$ cat src/rtl/fetch_pkg.sv
// Shared fetch-stage definitions: PCSrc encoding, FSM state type and the NOP word.
// The control unit imports the same PCSrc constants.
package fetch_pkg;

   localparam logic [1:0]  PC_SRC_PLUS4  = 2'b00;
   localparam logic [1:0]  PC_SRC_TARGET = 2'b01;
   localparam logic [1:0]  PC_SRC_JALR   = 2'b10;

   localparam logic [31:0] NOP_INSTR_C   = 32'h0000_0013;

   typedef enum logic [1:0] {
      BOOT  = 2'b00,
      FETCH = 2'b01,
      VALID = 2'b10,
      FAULT = 2'b11
   } fetch_state_t;

   function automatic logic is_misaligned(input logic [1:0] low_bits);
      return (low_bits != 2'b00);
   endfunction

endpackage

$ cat src/rtl/next_pc_sel.sv
// Combinational next-PC mux driven by PCSrc; also flags a target that is not word aligned.
module next_pc_sel
   import fetch_pkg::*;
#(
   parameter int unsigned DATA_WIDTH = 32
)(
   input  logic [1:0]            i_pc_src,
   input  logic [DATA_WIDTH-1:0] i_pcd,
   input  logic [DATA_WIDTH-1:0] i_pc_target,
   input  logic [DATA_WIDTH-1:0] i_alu_result,
   output logic [DATA_WIDTH-1:0] o_next_pc,
   output logic                  o_misaligned
);

   localparam logic [DATA_WIDTH-1:0] PC_STEP = DATA_WIDTH'(32'd4);

   // Select the next PC; the reserved encoding behaves like sequential flow
   always_comb begin
      o_next_pc = i_pcd + PC_STEP;
      case (i_pc_src)
         PC_SRC_PLUS4:  o_next_pc = i_pcd + PC_STEP;
         PC_SRC_TARGET: o_next_pc = i_pc_target;
         PC_SRC_JALR:   o_next_pc = {i_alu_result[DATA_WIDTH-1:1], 1'b0};
         default:       o_next_pc = i_pcd + PC_STEP;
      endcase
   end

   assign o_misaligned = is_misaligned(o_next_pc[1:0]);

endmodule

$ cat src/rtl/fetch_unit.sv
// Instruction-fetch stage: owns the PC, runs a req/ack fetch and a valid/ready handoff to decode.
// Optional FETCH_MISALIGN_TRAP_EN adds a terminal FAULT state and the FetchFault output.
module fetch_unit
   import fetch_pkg::*;
#(
   parameter int unsigned           DATA_WIDTH = 32,
   parameter logic [DATA_WIDTH-1:0] RESET_PC   = DATA_WIDTH'(32'h0000_0000),
   parameter logic [DATA_WIDTH-1:0] NOP_INSTR  = DATA_WIDTH'(NOP_INSTR_C)
)(
   input  logic                  clk,
   input  logic                  rst,
   input  logic [1:0]            PCSrc,
   input  logic [DATA_WIDTH-1:0] PCTarget,
   input  logic [DATA_WIDTH-1:0] ALUResult,
   output logic                  ImemReq,
   output logic [DATA_WIDTH-1:0] ImemAddr,
   input  logic                  ImemAck,
   input  logic [DATA_WIDTH-1:0] ImemRdata,
   output logic                  InstrValid,
   input  logic                  InstrReady,
   output logic [DATA_WIDTH-1:0] InstrD,
   output logic [DATA_WIDTH-1:0] PCD,
`ifdef FETCH_MISALIGN_TRAP_EN
   output logic [DATA_WIDTH-1:0] PCPlus4D,
   output logic                  FetchFault
`else
   output logic [DATA_WIDTH-1:0] PCPlus4D
`endif
);

   localparam logic [DATA_WIDTH-1:0] PC_STEP = DATA_WIDTH'(32'd4);

   fetch_state_t          r_state, w_state_nxt;
   logic [DATA_WIDTH-1:0] r_pc, w_pc_nxt;
   logic                  r_imem_req, w_req_nxt;
   logic [DATA_WIDTH-1:0] r_imem_addr, w_addr_nxt;
   logic                  r_instr_valid, w_valid_nxt;
   logic [DATA_WIDTH-1:0] r_instr_d, w_instr_nxt;
   logic [DATA_WIDTH-1:0] r_pcd, w_pcd_nxt;
   logic [DATA_WIDTH-1:0] r_pcplus4d, w_pcplus4_nxt;
   logic [DATA_WIDTH-1:0] w_next_pc;
   logic [DATA_WIDTH-1:0] w_pc_load;
   logic                  w_misaligned;
`ifdef FETCH_MISALIGN_TRAP_EN
   logic                  r_fetch_fault, w_fault_nxt;
`endif

   next_pc_sel #(
      .DATA_WIDTH   (DATA_WIDTH)
   ) u_next_pc_sel (
      .i_pc_src     (PCSrc),
      .i_pcd        (r_pcd),
      .i_pc_target  (PCTarget),
      .i_alu_result (ALUResult),
      .o_next_pc    (w_next_pc),
      .o_misaligned (w_misaligned)
   );

`ifdef FETCH_MISALIGN_TRAP_EN
   assign w_pc_load = w_next_pc;
`else
   // Without the trap, a misaligned target is silently word-aligned
   assign w_pc_load = w_misaligned ? {w_next_pc[DATA_WIDTH-1:2], 2'b00} : w_next_pc;
`endif

   // Next-state and next-output logic; every output is registered
   always_comb begin
      w_state_nxt   = r_state;
      w_pc_nxt      = r_pc;
      w_req_nxt     = r_imem_req;
      w_addr_nxt    = r_imem_addr;
      w_valid_nxt   = r_instr_valid;
      w_instr_nxt   = r_instr_d;
      w_pcd_nxt     = r_pcd;
      w_pcplus4_nxt = r_pcplus4d;
`ifdef FETCH_MISALIGN_TRAP_EN
      w_fault_nxt   = r_fetch_fault;
`endif
      case (r_state)
         BOOT: begin
            w_state_nxt = FETCH;
            w_req_nxt   = 1'b1;
            w_addr_nxt  = r_pc;
            w_valid_nxt = 1'b0;
            w_instr_nxt = NOP_INSTR;
         end
         FETCH: begin
            if (ImemAck) begin
               w_state_nxt   = VALID;
               w_req_nxt     = 1'b0;
               w_valid_nxt   = 1'b1;
               w_instr_nxt   = ImemRdata;
               w_pcd_nxt     = r_pc;
               w_pcplus4_nxt = r_pc + PC_STEP;
            end else begin
               w_req_nxt   = 1'b1;
               w_addr_nxt  = r_pc;
               w_valid_nxt = 1'b0;
            end
         end
         VALID: begin
            if (InstrReady) begin
`ifdef FETCH_MISALIGN_TRAP_EN
               if (w_misaligned) begin
                  w_state_nxt = FAULT;
                  w_pc_nxt    = w_next_pc;
                  w_req_nxt   = 1'b0;
                  w_valid_nxt = 1'b0;
                  w_instr_nxt = NOP_INSTR;
                  w_fault_nxt = 1'b1;
               end else begin
                  w_state_nxt = FETCH;
                  w_pc_nxt    = w_pc_load;
                  w_req_nxt   = 1'b1;
                  w_addr_nxt  = w_pc_load;
                  w_valid_nxt = 1'b0;
                  w_instr_nxt = NOP_INSTR;
               end
`else
               w_state_nxt = FETCH;
               w_pc_nxt    = w_pc_load;
               w_req_nxt   = 1'b1;
               w_addr_nxt  = w_pc_load;
               w_valid_nxt = 1'b0;
               w_instr_nxt = NOP_INSTR;
`endif
            end else begin
               w_req_nxt   = 1'b0;
               w_valid_nxt = 1'b1;
            end
         end
`ifdef FETCH_MISALIGN_TRAP_EN
         FAULT: begin
            w_req_nxt   = 1'b0;
            w_valid_nxt = 1'b0;
            w_instr_nxt = NOP_INSTR;
            w_fault_nxt = 1'b1;
         end
`endif
         default: begin
            w_state_nxt = BOOT;
            w_pc_nxt    = RESET_PC;
            w_req_nxt   = 1'b0;
            w_addr_nxt  = RESET_PC;
            w_valid_nxt = 1'b0;
            w_instr_nxt = NOP_INSTR;
         end
      endcase
   end

   // State, PC and output registers
   always_ff @(posedge clk or posedge rst) begin
      if (rst) begin
         r_state       <= BOOT;
         r_pc          <= RESET_PC;
         r_imem_req    <= 1'b0;
         r_imem_addr   <= RESET_PC;
         r_instr_valid <= 1'b0;
         r_instr_d     <= NOP_INSTR;
         r_pcd         <= RESET_PC;
         r_pcplus4d    <= RESET_PC + PC_STEP;
`ifdef FETCH_MISALIGN_TRAP_EN
         r_fetch_fault <= 1'b0;
`endif
      end else begin
         r_state       <= w_state_nxt;
         r_pc          <= w_pc_nxt;
         r_imem_req    <= w_req_nxt;
         r_imem_addr   <= w_addr_nxt;
         r_instr_valid <= w_valid_nxt;
         r_instr_d     <= w_instr_nxt;
         r_pcd         <= w_pcd_nxt;
         r_pcplus4d    <= w_pcplus4_nxt;
`ifdef FETCH_MISALIGN_TRAP_EN
         r_fetch_fault <= w_fault_nxt;
`endif
      end
   end

   assign ImemReq    = r_imem_req;
   assign ImemAddr   = r_imem_addr;
   assign InstrValid = r_instr_valid;
   assign InstrD     = r_instr_d;
   assign PCD        = r_pcd;
   assign PCPlus4D   = r_pcplus4d;
`ifdef FETCH_MISALIGN_TRAP_EN
   assign FetchFault = r_fetch_fault;
`endif

endmodule

$ cat config.mk
export PLATFORM = sky130hd
export DESIGN_NAME = fetch_unit
export DESIGN_NICKNAME = d
export VERILOG_FILES = /design/src/rtl/fetch_pkg.sv /design/src/rtl/next_pc_sel.sv /design/src/rtl/fetch_unit.sv
export SDC_FILE = /design/constraint.sdc
export NUM_CORES = 1
export LEC_CHECK = 0
export ABC_CLOCK_PERIOD_IN_PS = 6700
export CORE_ASPECT_RATIO = 1.5
export CORE_MARGIN = 5
export CORE_UTILIZATION = 48
export CTS_CLUSTER_SIZE = 28
export DETAILED_ROUTE_END_ITERATION = 12
export GPL_TIMING_DRIVEN = 0
export PLACE_DENSITY = 0.93
export SLEW_MARGIN = 25
export SYNTH_ARGS = -nofsm -noshare
export SYNTH_HDL_FRONTEND = slang
export SYNTH_SLANG_ARGS = --single-unit
export TNS_END_PERCENT = 100
$ cat constraint.sdc
create_clock -name clk -period 6.7 [get_ports clk]
set_input_delay 1.675 -clock clk [delete_from_list [all_inputs] [get_ports clk]]
set_output_delay 1.675 -clock clk [all_outputs]
set_load 0.1 [all_outputs]
* Word-level counts from Yosys, hierarchy flattened
Index checks and enable logic that the tools add are counted.
Word-level totals: bits in registers 164, input port bits 102, output and inout port bits 130, word-level logic and storage cells 43
Operators by class: add/sub/neg operators 2, equal/unequal tests 7, muxes and demuxes 18, bitwise gates (word level) 1, reduce and logical (&&, ||, !) cells 7
Operators by type and width (number):
- one-hot mux 32 bit (2 select lines) | 3
- two-way mux 32 bit | 4
- one-hot mux 32 bit (3 select lines) | 1
- adder 32 x 3 -> 32 bit (second input constant) | 2
- AND reduction 2 bit | 4
- two-way mux 2 bit | 3
- inequality test 2 bit (second input constant) | 3
- one-hot mux 2 bit (3 select lines) | 1
- equality test 2 x 1 -> 1 bit (second input constant) | 2
- equality test 2 bit (second input constant) | 2
- two-way mux 1 bit | 4
- one-hot mux 1 bit (3 select lines) | 1
- logical NOT 2 bit | 1
- one-hot mux 1 bit (2 select lines) | 1
- nonzero test 2 bit | 1
- OR reduction 2 bit | 1
- NOT 1 bit | 1

* Logic depth before layout (Yosys ltp)
Gate-level depths: netlist of run 1.
depth in word-level cells 6, gate-level depth with buffers 10

* Hierarchy
From an unflattened synthesis of run 1, not the netlist that was laid out.
Second synthesis, totals: cell total of the unflattened synthesis 884, area total of the unflattened synthesis 8154.1 µm²
Modules (own cells, without submodules):
- fetch_unit | times used 1, cells each 702, area an instance 6962.9 µm², seq. area each 4058.9 µm²
- next_pc_sel | times used 1, cells each 182, area an instance 1191.1 µm², seq. area each 0.0 µm²

* Worst setup path after synthesis of run 1
Ideal clock, no wire load.
path kind input-to-reg, from input port PCSrc[0], to register r_imem_addr[15] (netlist: ImemAddr[15]), library setup time 126 ps, arrival time 3026 ps, setup slack 3548 ps, stages 7, cell sequence inv_1 ha_1 buf_2 clkbuf_1 a221oi_1 a21oi_1 a221o_1
Between the ends: word-level cells in the longest chain between the ends 4, elaborated cells between the ends (all ways) 5
RTL lines:
- start: declaration | line fetch_unit.sv:12 | input logic [1:0] PCSrc,
- equality test 2 bit or equality test 2 x 1 -> 1 bit (tied branches) | line next_pc_sel.sv:20 | case (i_pc_src)
- one-hot mux 32 bit (2 select lines) (*) | line next_pc_sel.sv:20
- two-way mux 32 bit (*) | line fetch_unit.sv:102 | if (InstrReady) begin
- one-hot mux 32 bit (3 select lines) (*) | line fetch_unit.sv:79 | case (r_state)
- end signal: assignment | line fetch_unit.sv:169 | r_imem_addr <= w_addr_nxt;
- end: declaration | line fetch_unit.sv:36 | logic [DATA_WIDTH-1:0] r_imem_addr, w_addr_nxt;
Every way passes the cells marked *; elsewhere a longest branch is shown, timed or not. The select of a mux whose other input is x is not followed. A chain may end at the register's enable or synchronous reset.

* Worst setup path in the final report of run 1
from input port PCSrc[0], to register r_imem_addr[9] (netlist: ImemAddr[9])
The elaborated chain is that of the path after synthesis.

==> flow_summary_export.csv, run 1 <==
group,metric,value,unit
drt,drt_iter0_markers,1096,
layout,seqCellArea,0.00406,mm²
sta,finalSetupViolCount,0,
global_route,grt_pass1_vias,8427,
logic_synthesis,synth_fp_nets,972,
logic_synthesis,async_flop_share,100,%
placed_design,dpl-instance-area,0.0106,mm²
sta,max_slew_margin,29.9,%
pwr,powerDensity,553,mW/mm²
setup_path,worst_setup_path_start_kind,"input pin",
layout,layout-drive-gt1-share,5.80,%
sta,finalSetupTns,0,ns
min_path,hold_class,"reg2reg",
setup_path,cp_data_required_time,7.04,ns
drt,dr.pass1.iters,6,
drt,avgRoutedWirePerCell,22.6,µm
die,start_util,48.4,%
cts,clock_latency,0.43,ns
layout,area_delta_synth_final,39.3,%
global_route,grt_usage,31.3,%
cts,ctsHoldBuffers,0,
setup_path,criticalPathCategory,"in2reg",
pwr,p_int,2650,µW
cts,cts_sinks,162,
layout,fin_nets,1219,
placed_design,hpwl,22400,µm
layout,fillerInstances,1255,
global_route,overflow,0,
global_route,antenna_found_initial,0,
placed_design,dp_cells,1299,
cts,cts-resized-gates,0,
layout,num_antenna_cells,0,
drt,num_vias,8323,
cts,cts_tree,"done",
setup_path,crit_path_end_kind,"register",
cts,clk_pin_slew,0.07,ns
setup_path,arrival,4.22,ns
pwr,vdd_ir_drop_max,0.000464,V
logic_synthesis,synth_ff_type,"dfrtp_1",
sta,skew,0.0107,ns
cts,numCtsBuffers,17,
layout,final_cells,1330,
cts,cts_htree_levels,4,
run_status,status,"complete, no violations",
sta,finalHoldViolations,0,
pwr,p_switching,3550,µW
logic_synthesis,synth-seq-cells,162,
die,io_pins,232,
cts,cts_setup_buffers,0,
flow_run,drv_cap,0,
logic_synthesis,yosysUniqueCellTypes,56,
global_route,grt_pass1_wl,46900,µm
pwr,switching_share,57.3,%
cts,cts-root-buf,"clkbuf_16",
die,fp.dieW,116,µm
logic_synthesis,mappedNetlistArea,0.00805,mm²
die,die_h,169,µm
placed_design,numPortBuffers,227,
placed_design,gp_congestion,0.985,
die,die-area,0.0195,mm²
sta,max_clock_freq,0.258,GHz
drt,drc,0,
layout,multi_input_area,0.00364,mm²
pwr,p_clk_share,15.9,%
logic_synthesis,syn-instance-count,861,
drt,wl,30100,µm
setup_path,critPathMaxFanout,10,
drt,final_antenna_net_count,0,
logic_synthesis,yosys_warnings,0,
pwr,power_frac_comb,57.8,%
die,coreArea,0.0166,mm²
global_route,grt_max_degree,86,
layout,mostFrequentLayoutCell,"clkdlybuf4s50_1",
sta,rsz0062_at_grt,"no",
logic_synthesis,synth_seq_area_share,50.4,%
cts,clock_path_buffers,2,
sta,fin_crit,3.88,ns
layout,final_cell_mix,"clkdlybuf4s50_1 (227), nand2_1 (176), dfrtp_1 (158), o21ai_0 (83), clkbuf_1 (56)",
pwr,p_seq_share,26.3,%
logic_synthesis,avgSynthCellArea,9.35,µm²
pwr,leakage,0.00464,µW
sta,worst_pin_slew,1.05,ns
sta,timing.final.crit_share,57.9,%
die,rows,58,
sta,final_max_slew_viol_count,0,
logic_synthesis,synth_edf_count,0,
layout,finish.instance_area,0.0112,mm²
drt,viasPerCell,6.26,
==> per-stage QoR <==
step           utilization, %  hold WS, ns  power (µW)  setup WS [ns]
6_report                 67.5        0.477        6200           2.82
5_1_grt                  67.5        0.497        6410           2.70
4_1_cts                  67.5        0.483        6170           2.84
3_5_place_dp             63.9        0.469        5170           2.58
3_3_place_gp             63.7        0.455        5110          -1.22
2_1_floorplan               -        0.452        4130          0.655
==> cell families (layout without fill, tap and decap cells) <==
logic type,count (synthesis),after routing,share of synthesized area (%)
fa+ha+maj,9,9,1.40
buf+inv,90,349,4.40
simple gates,327,327,19.4
flops,162,162,50.4
xor+xnor,34,34,3.70
compound gates,237,237,20.4
mux,2,2,0.280
==> registers in the layout, indices dropped and copies added, names as in the netlist <==
signal and count:
r_pc 32, InstrValid 1, InstrD 32, PCD 30
ImemReq 1, PCPlus4D 32, ImemAddr 32, r_state 2
==> critical path, stage by stage <==
cell and delay, ns:
clkdlybuf4s50_1 0.48, inv_1 0.05, ha_1 0.37, buf_2 0.22
clkbuf_1 0.30, a311oi_1 0.72, a21oi_1 0.15, o31ai_1 0.23
==> final cells by class <==
type                    count  share of cell area (%)
clock buffers              18                    3.92
plain buffers              68                    2.42
repair buffers            228                    20.5
multi-input cells         609                    32.5
well taps                 210                    2.34
flip-flops and latches    162                    36.2
clock inverters            13                    1.33
inverters                  22                   0.803
==> path summary, 6_finish.rpt <==
path                             start            to  slack, ns  cells past startpoint
max                           PCSrc[0]   ImemAddr[9]       2.82                      8
min                        PCPlus4D[4]   PCPlus4D[4]       0.48                      2
max reg2reg                 r_state[1]  ImemAddr[19]       3.20                      8
min reg2reg                PCPlus4D[4]   PCPlus4D[4]       0.48                      2
max in group asynchronous          rst   PCPlus4D[2]       4.15                      3
min in group asynchronous          rst       PCD[20]       1.70                      2
==> cells in the mapped netlist (all sizes together) (5+ instances only) <==
cell type | instances | area [µm²]
a21oi | 17 | 85.1
nor3 | 14 | 70.1
inv | 21 | 78.8
nand2 | 176 | 661
clkbuf | 57 | 215
buf | 11 | 56.3
nand3 | 29 | 145
a22o | 33 | 289
a221o | 15 | 150
nor2 | 18 | 67.6
o21ai | 85 | 433
a31oi | 19 | 119
or4 | 12 | 95.1
and4 | 7 | 61.3
o31ai | 9 | 67.6
and2 | 9 | 56.3
dfrtp | 158 | 3950
nand4 | 17 | 121
nor4 | 11 | 68.8
xor2 | 10 | 87.6
o211ai | 8 | 60.1
ha | 9 | 113
xnor2 | 24 | 210
and3 | 16 | 100
a221oi | 21 | 184
or3 | 10 | 65.1
a31o | 5 | 43.8
==> power by group through the flow <==
stage,Clock (µW),Combinational [µW],Sequential [µW]
after floorplan,0,728,3410
after global placement,0,3500,1620
after detailed placement,0,3550,1620
after CTS,984,3570,1620
after global routing,1030,3710,1660
final,987,3580,1630
==> routing by layer <==
metal	routed length, µm	part of all wire [%]	global-route usage (%)	vias to the layer above
met3	2460	8.2	6.37	138
li1	-	-	-	3620
met2	15300	51	52.8	586
met5	0	0	0	-
met1	10600	35	37.0	3979
met4	1810	6.0	16.9	0
Power figures use the tool's default switching activity.
==> run 2, diff against run 1 <==
--- a/config.mk
+++ b/config.mk
@@ -5,14 +5,14 @@
 export SDC_FILE = /design/constraint.sdc
 export NUM_CORES = 1
 export LEC_CHECK = 0
-export ABC_CLOCK_PERIOD_IN_PS = 6700
+export ABC_CLOCK_PERIOD_IN_PS = 3430
 export CORE_ASPECT_RATIO = 1.5
 export CORE_MARGIN = 5
-export CORE_UTILIZATION = 48
+export CORE_UTILIZATION = 44
 export CTS_CLUSTER_SIZE = 28
 export DETAILED_ROUTE_END_ITERATION = 12
 export GPL_TIMING_DRIVEN = 0
-export PLACE_DENSITY = 0.93
+export PLACE_DENSITY = 0.9
 export SLEW_MARGIN = 25
 export SYNTH_ARGS = -nofsm -noshare
 export SYNTH_HDL_FRONTEND = slang
==> constraint.sdc (replaced) <==
create_clock -name clk -period 3.43 [get_ports clk]
set_input_delay 0.8575 -clock clk [delete_from_list [all_inputs] [get_ports clk]]
set_output_delay 0.8575 -clock clk [all_outputs]
set_load 0.1 [all_outputs]
==> run 2 against run 1 <==
  * Die area grew 8.4%
  * Sequential power increased by 96%
  * Non-clock buffer count rose by 4
  * Flip-flop and latch count unchanged
  * Register-to-register slack worse by 3.1 ns
  * Clock power is 100% higher
  * Combinational power grew 96%
  * Routed wire length decreased by 2.3%
  * Sequential share of layout area fell by 0.38 points
  * Highest routed layer unchanged
==> flow_summary_export.csv, run 2 (synthesized netlist as in run 1, its figures left out) <==
group,metric,value,unit
global_route,grt_pass1_vias,8433,
sta,skew,0.0120,ns
setup_path,arrival,3.70,ns
flow_run,drv_cap,0,
layout,finish.instance_area,0.0113,mm²
sta,fin_crit,3.33,ns
setup_path,cp_num_buf_inv,2,
pwr,power_frac_comb,57.4,%
layout,area_delta_synth_final,40.8,%
cts,ctsHoldBuffers,0,
die,die_h,176,µm
sta,timing.final.crit_share,97.1,%
cts,cts-root-buf,"clkbuf_16",
global_route,grt_usage,27.8,%
drt,drt_iter0_markers,942,
run_status,status,"complete, no violations",
cts,clock_path_buffers,2,
drt,num_vias,8250,
drt,wl,29400,µm
placed_design,hpwl,22400,µm
pwr,vdd_ir_drop_max,0.000860,V
cts,numCtsBuffers,17,
sta,worst_hold_slack,0.482,ns
drt,viasPerCell,6.15,
cts,cts_sinks,162,
layout,mostFrequentLayoutCell,"clkdlybuf4s50_1",
placed_design,gp_congestion,0.948,
layout,final_cell_mix,"clkdlybuf4s50_1 (227), nand2_1 (176), dfrtp_1 (158), o21ai_0 (83), clkbuf_1 (56)",
cts,cts_htree_levels,4,
setup_path,reg2reg_from,"r_state[1]",
setup_path,worstPathCellList,"clkinv_1 > clkbuf_2 > ha_1 > nor3_2 > nand2_1 > a211oi_1 > a21o_1",
setup_path,cp_top_family,"simple AND/OR/NAND/NOR gates",
global_route,grt_max_degree,33,
die,rows,60,
setup_path,ff2ff_path_depth,7,
cts,clock_latency,0.43,ns
layout,fillerInstances,1434,
layout,num_antenna_cells,0,
min_path,whs_path_depth,2,
pwr,p_seq_share,26.1,%
setup_path,critPathMaxFanout,11,
setup_path,worst_setup_path_start_kind,"register",
pwr,leakage,0.00469,µW
sta,max_slew_margin,31.1,%
layout,fin_nets,1223,
setup_path,max_stage_delay,0.67,ns
min_path,hold_class,"reg2reg",
setup_path,crit_path_end_kind,"register",
pwr,p_clk_share,16.5,%
setup_path,r2r_end,"r_pc[15]",
layout,layout-drive-gt1-share,6.22,%
min_path,hp-start,"PCPlus4D[7]",
die,io_pins,232,
setup_path,cp_slowest_cell,"nor3_2",
drt,final_antenna_net_count,0,
cts,cts_tree,"done",
pwr,powerDensity,1080,mW/mm²
pwr,p_switching,6950,µW
pwr,p_int,5270,µW
drt,dr.pass1.iters,6,
min_path,hold_end,"PCPlus4D[7]",
pwr,switching_share,56.9,%
die,start_util,44.9,%
setup_path,reg2reg_setup_slack,0.10,ns
global_route,grt_pass1_wl,45800,µm
cts,clk_pin_slew,0.06,ns
global_route,overflow,0,
setup_path,cp_data_required_time,3.80,ns
sta,worst_pin_slew,1.03,ns
placed_design,numPortBuffers,227,
global_route,antenna_found_initial,0,
placed_design,dpl-instance-area,0.0107,mm²
sta,final_max_slew_viol_count,0,
sta,finalHoldViolations,0,
sta,finalSetupViolCount,0,
die,fp.dieW,120,µm
sta,max_clock_freq,0.300,GHz
drt,drc,0,
setup_path,criticalPathCategory,"reg2reg",
die,die-area,0.0212,mm²
sta,rsz0062_at_grt,"no",
die,coreArea,0.0179,mm²
drt,avgRoutedWirePerCell,21.9,µm
run 2: cell types whose count changed in the layout (fill, tap and decap cells not counted), sizes merged:
| cell | previous run | this run |
|---|---|---|
| buf | 12 | 16 |
| bufinv | 2 | 3 |
| clkbuf | 75 | 77 |
| clkinv | 4 | 3 |
| clkinvlp | 2 | 3 |
| inv | 27 | 25 |
run 2: through the flow:
| step | std cells | power (µW) | setup TNS, ns | util, % | worst slack, ns |
|---|---|---|---|---|---|
| 2_1_floorplan | 861 | 8080 | 0 | - | 0.334 |
| 3_3_place_gp | 1305 | 10000 | -118.32 | 59.1 | -0.749 |
| 3_5_place_dp | 1310 | 10100 | -0.0191 | 59.7 | -0.0191 |
| 4_1_cts | 1342 | 12200 | 0 | 63.1 | 0.184 |
| 5_1_grt | 1342 | 12600 | 0 | 63.2 | 0.000936 |
| 6_report | 1342 | 12200 | 0 | 63.2 | 0.101 |
run 2: worst max path at each step:
stage	cells past startpoint	endpoint	from
6_report	7	r_pc[15]	r_state[1]
3_5_place_dp	9	ImemAddr[12]	PCSrc[0]
5_1_grt	7	r_pc[15]	r_state[1]
3_3_place_gp	2	PCPlus4D[1]	rst
2_1_floorplan	8	r_pc[26]	PCD[2]
4_1_cts	7	r_pc[15]	r_state[1]
run 2: timing repair:
action                     CTS  global route
buffers inserted             0             0
hold endpoints to repair     0             0
setup endpoints to repair    0            14
gates resized for setup      0             4
run 2: layer usage:
metal | routed length, µm | track usage, % | vias to the layer above
met4 | 1940 | 15.0 | 0
met2 | 14800 | 47.8 | 534
li1 | - | - | 3639
met1 | 10100 | 31.8 | 3946
met3 | 2590 | 6.44 | 131
met5 | 0 | 0 | -
run 2: area by class of cell:
| cell class | instances | area, µm² | share of cell area, % |
|---|---|---|---|
| multi-input combinational | 609 | 3640 | 32.1 |
| tap | 217 | 272 | 2.40 |
| sequential | 162 | 4060 | 35.8 |
| clock buffer | 20 | 447 | 3.94 |
| buffer | 68 | 274 | 2.42 |
| inverter | 22 | 86.3 | 0.762 |
| timing repair buffer | 232 | 2380 | 21.0 |
| clock inverter | 12 | 174 | 1.53 |
run 2: power groups by stage:
stage               clock network (µW)  registers (µW)  logic (µW)
floorplan                            0            6650        1420
finish                            2020            3190        7010
detailed placement                   0            3180        6940
global route                      2090            3260        7270
global placement                     0            3160        6850
CTS                               2020            3160        6970
run 2: worst register-to-register path, cell delays in order, from the launching register on:
cell and delay (ns):
dfrtp_1 0.63, clkinv_1 0.44, clkbuf_2 0.33, ha_1 0.29
nor3_2 0.67, nand2_1 0.44, a211oi_1 0.36, a21o_1 0.12
==> run 3, diff against run 2 <==
--- a/config.mk
+++ b/config.mk
@@ -6,15 +6,15 @@
 export NUM_CORES = 1
 export LEC_CHECK = 0
 export ABC_CLOCK_PERIOD_IN_PS = 3430
-export CORE_ASPECT_RATIO = 1.5
+export CORE_ASPECT_RATIO = 0.5
 export CORE_MARGIN = 5
 export CORE_UTILIZATION = 44
 export CTS_CLUSTER_SIZE = 28
 export DETAILED_ROUTE_END_ITERATION = 12
 export GPL_TIMING_DRIVEN = 0
 export PLACE_DENSITY = 0.9
+export REMOVE_ABC_BUFFERS = 1
 export SLEW_MARGIN = 25
 export SYNTH_ARGS = -nofsm -noshare
 export SYNTH_HDL_FRONTEND = slang
 export SYNTH_SLANG_ARGS = --single-unit
-export TNS_END_PERCENT = 100
==> run 3 against run 2 <==
  * Via count shrank 1.9%
  * Clock skew is 0.0033 ns higher
  * Die area rose by 0.52%
  * First-iteration DRC count rose by 26%
  * Cell area decreased by 1.7%
  * Routed wire length shrank 2.3%
  * Setup slack improved by 0.084 ns
  * Largest power group unchanged
  * Highest routed layer is now met5
==> flow_summary_export.csv, run 3 (synthesized netlist as in run 1, its figures left out) <==
group,metric,value,unit
sta,max_clock_freq,0.308,GHz
cts,clock_path_buffers,2,
cts,clk_pin_slew,0.07,ns
sta,worst_hold_slack,0.477,ns
layout,final_cells,1297,
setup_path,worstPathCellList,"clkdlybuf4s50_1 > inv_1 > ha_4 > inv_1 > or4_2 > o211ai_1 > o21ai_0",
min_path,hold_class,"reg2reg",
setup_path,cp_slowest_cell,"or4_2",
flow_run,drv_cap,0,
pwr,leakage,0.00458,µW
sta,finalHoldViolations,0,
layout,final_cell_mix,"clkdlybuf4s50_1 (227), nand2_1 (174), dfrtp_1 (158), o21ai_0 (83), a22o_1 (33)",
drt,drt_iter0_markers,1186,
drt,num_vias,8092,
placed_design,numPortBuffers,227,
setup_path,cp_num_buf_inv,3,
die,io_pins,232,
drt,drc,0,
die,rows,35,
sta,worst_pin_slew,1.04,ns
setup_path,cp_top_family,"buffers and inverters",
setup_path,crit_top_cell,"inv_1",
run_status,status,"complete, no violations",
die,die_h,106,µm
sta,skew,0.0153,ns
pwr,vdd_ir_drop_max,0.000687,V
layout,fin_nets,1155,
drt,dr.pass1.iters,6,
drt,final_antenna_net_count,0,
global_route,antenna_found_initial,1,
cts,cts_tree,"done",
layout,mostFrequentLayoutCell,"clkdlybuf4s50_1",
sta,fin_crit,3.25,ns
cts,cts_htree_levels,4,
placed_design,hpwl,19400,µm
global_route,overflow,0,
placed_design,gp_congestion,0.913,
die,start_util,44.3,%
sta,finalSetupViolCount,0,
layout,area_delta_synth_final,38.4,%
placed_design,dp_cells,1264,
setup_path,max_stage_delay,0.80,ns
drt,viasPerCell,6.24,
global_route,grt_max_degree,90,
layout,num_antenna_cells,0,
setup_path,criticalPathCategory,"in2reg",
sta,max_slew_margin,30.5,%
setup_path,reg2reg_setup_slack,0.20,ns
setup_path,cp_data_required_time,3.70,ns
setup_path,crit_path_end_kind,"register",
die,coreArea,0.0182,mm²
sta,timing.final.crit_share,94.6,%
cts,cts_sinks,162,
drt,wl,28800,µm
setup_path,arrival,3.51,ns
global_route,grt_pass1_wl,44800,µm
cts,numCtsBuffers,17,
sta,rsz0062_at_grt,"no",
die,die-area,0.0213,mm²
cts,cts-root-buf,"clkbuf_16",
setup_path,worst_setup_path_start_kind,"input pin",
die,fp.dieW,201,µm
global_route,grt_pass1_vias,8263,
global_route,grt_usage,26.3,%
sta,final_max_slew_viol_count,0,
setup_path,critPathMaxFanout,31,
pwr,powerDensity,1080,mW/mm²
layout,layout-drive-gt1-share,6.81,%
cts,clock_latency,0.43,ns
drt,avgRoutedWirePerCell,22.2,µm
## run 3: report_power, final
group	internal (µW)	switching, µW	leakage (µW)	total [µW]
logic	1550	5360	0.00210	6910
registers	2520	657	0.00220	3180
clock network	1110	841	0.000282	1950
total	5180	6860	0.00458	12000
## run 3: repair_timing
action                                  in CTS  in global routing
setup buffers                                1                  0
pin swaps                                    1                  0
endpoints found under the setup margin      11                 50
hold buffers                                 0                  0
resized for setup                            2                  2
## run 3: routing by layer
metal / part of all wire (%) / routed length [µm] / GRT usage (%) / up-vias
met4: 5.6 / 1610 / 14.1 / 2
met3: 8.9 / 2550 / 5.53 / 165
li1: - / - / - / 3501
met2: 48 / 13800 / 43.8 / 544
met5: 0.024 / 7 / 0 / -
met1: 37 / 10800 / 32.6 / 3880
## run 3: final cells by class
type                       count  area (µm²)
clock buffer                  23         498
clock inverter                 9        96.3
fill                        1345        7040
inverter                      22        91.3
multi-input combinational    609        3700
sequential                   162        4060
tap                          240         300
timing repair buffer         232        2390
## run 3: stage by stage
step           setup slack, ns  power (µW)  util [%]  cell area, µm²  setup TNS (ns)
2_1_floorplan            -1.80        7970         -            7780         -301.39
3_5_place_dp            -0.439       10000      57.8           10500           -6.15
5_1_grt                 0.0719       12400      61.3           11100               0
4_1_cts                 0.0388       12000      61.2           11100               0
6_report                 0.184       12000      61.3           11100               0
3_3_place_gp             -3.88        9770      57.0           10300         -825.43
## run 3: tightest hold or removal path, cell delays in order (launching register included)
cell     delay, ns
dfrtp_1       0.34
nand2_1       0.05
nand2_1       0.05
## run 3: final timing paths
check                            start           to  cells after the start
hold / removal             ImemAddr[1]  ImemAddr[1]                      2
max in group asynchronous          rst    InstrD[0]                      3
setup / recovery              PCSrc[0]     r_pc[21]                      7
setup reg to reg            r_state[1]     r_pc[11]                      5
min in group asynchronous          rst      PCD[23]                      2
hold reg to reg            ImemAddr[1]  ImemAddr[1]                      2
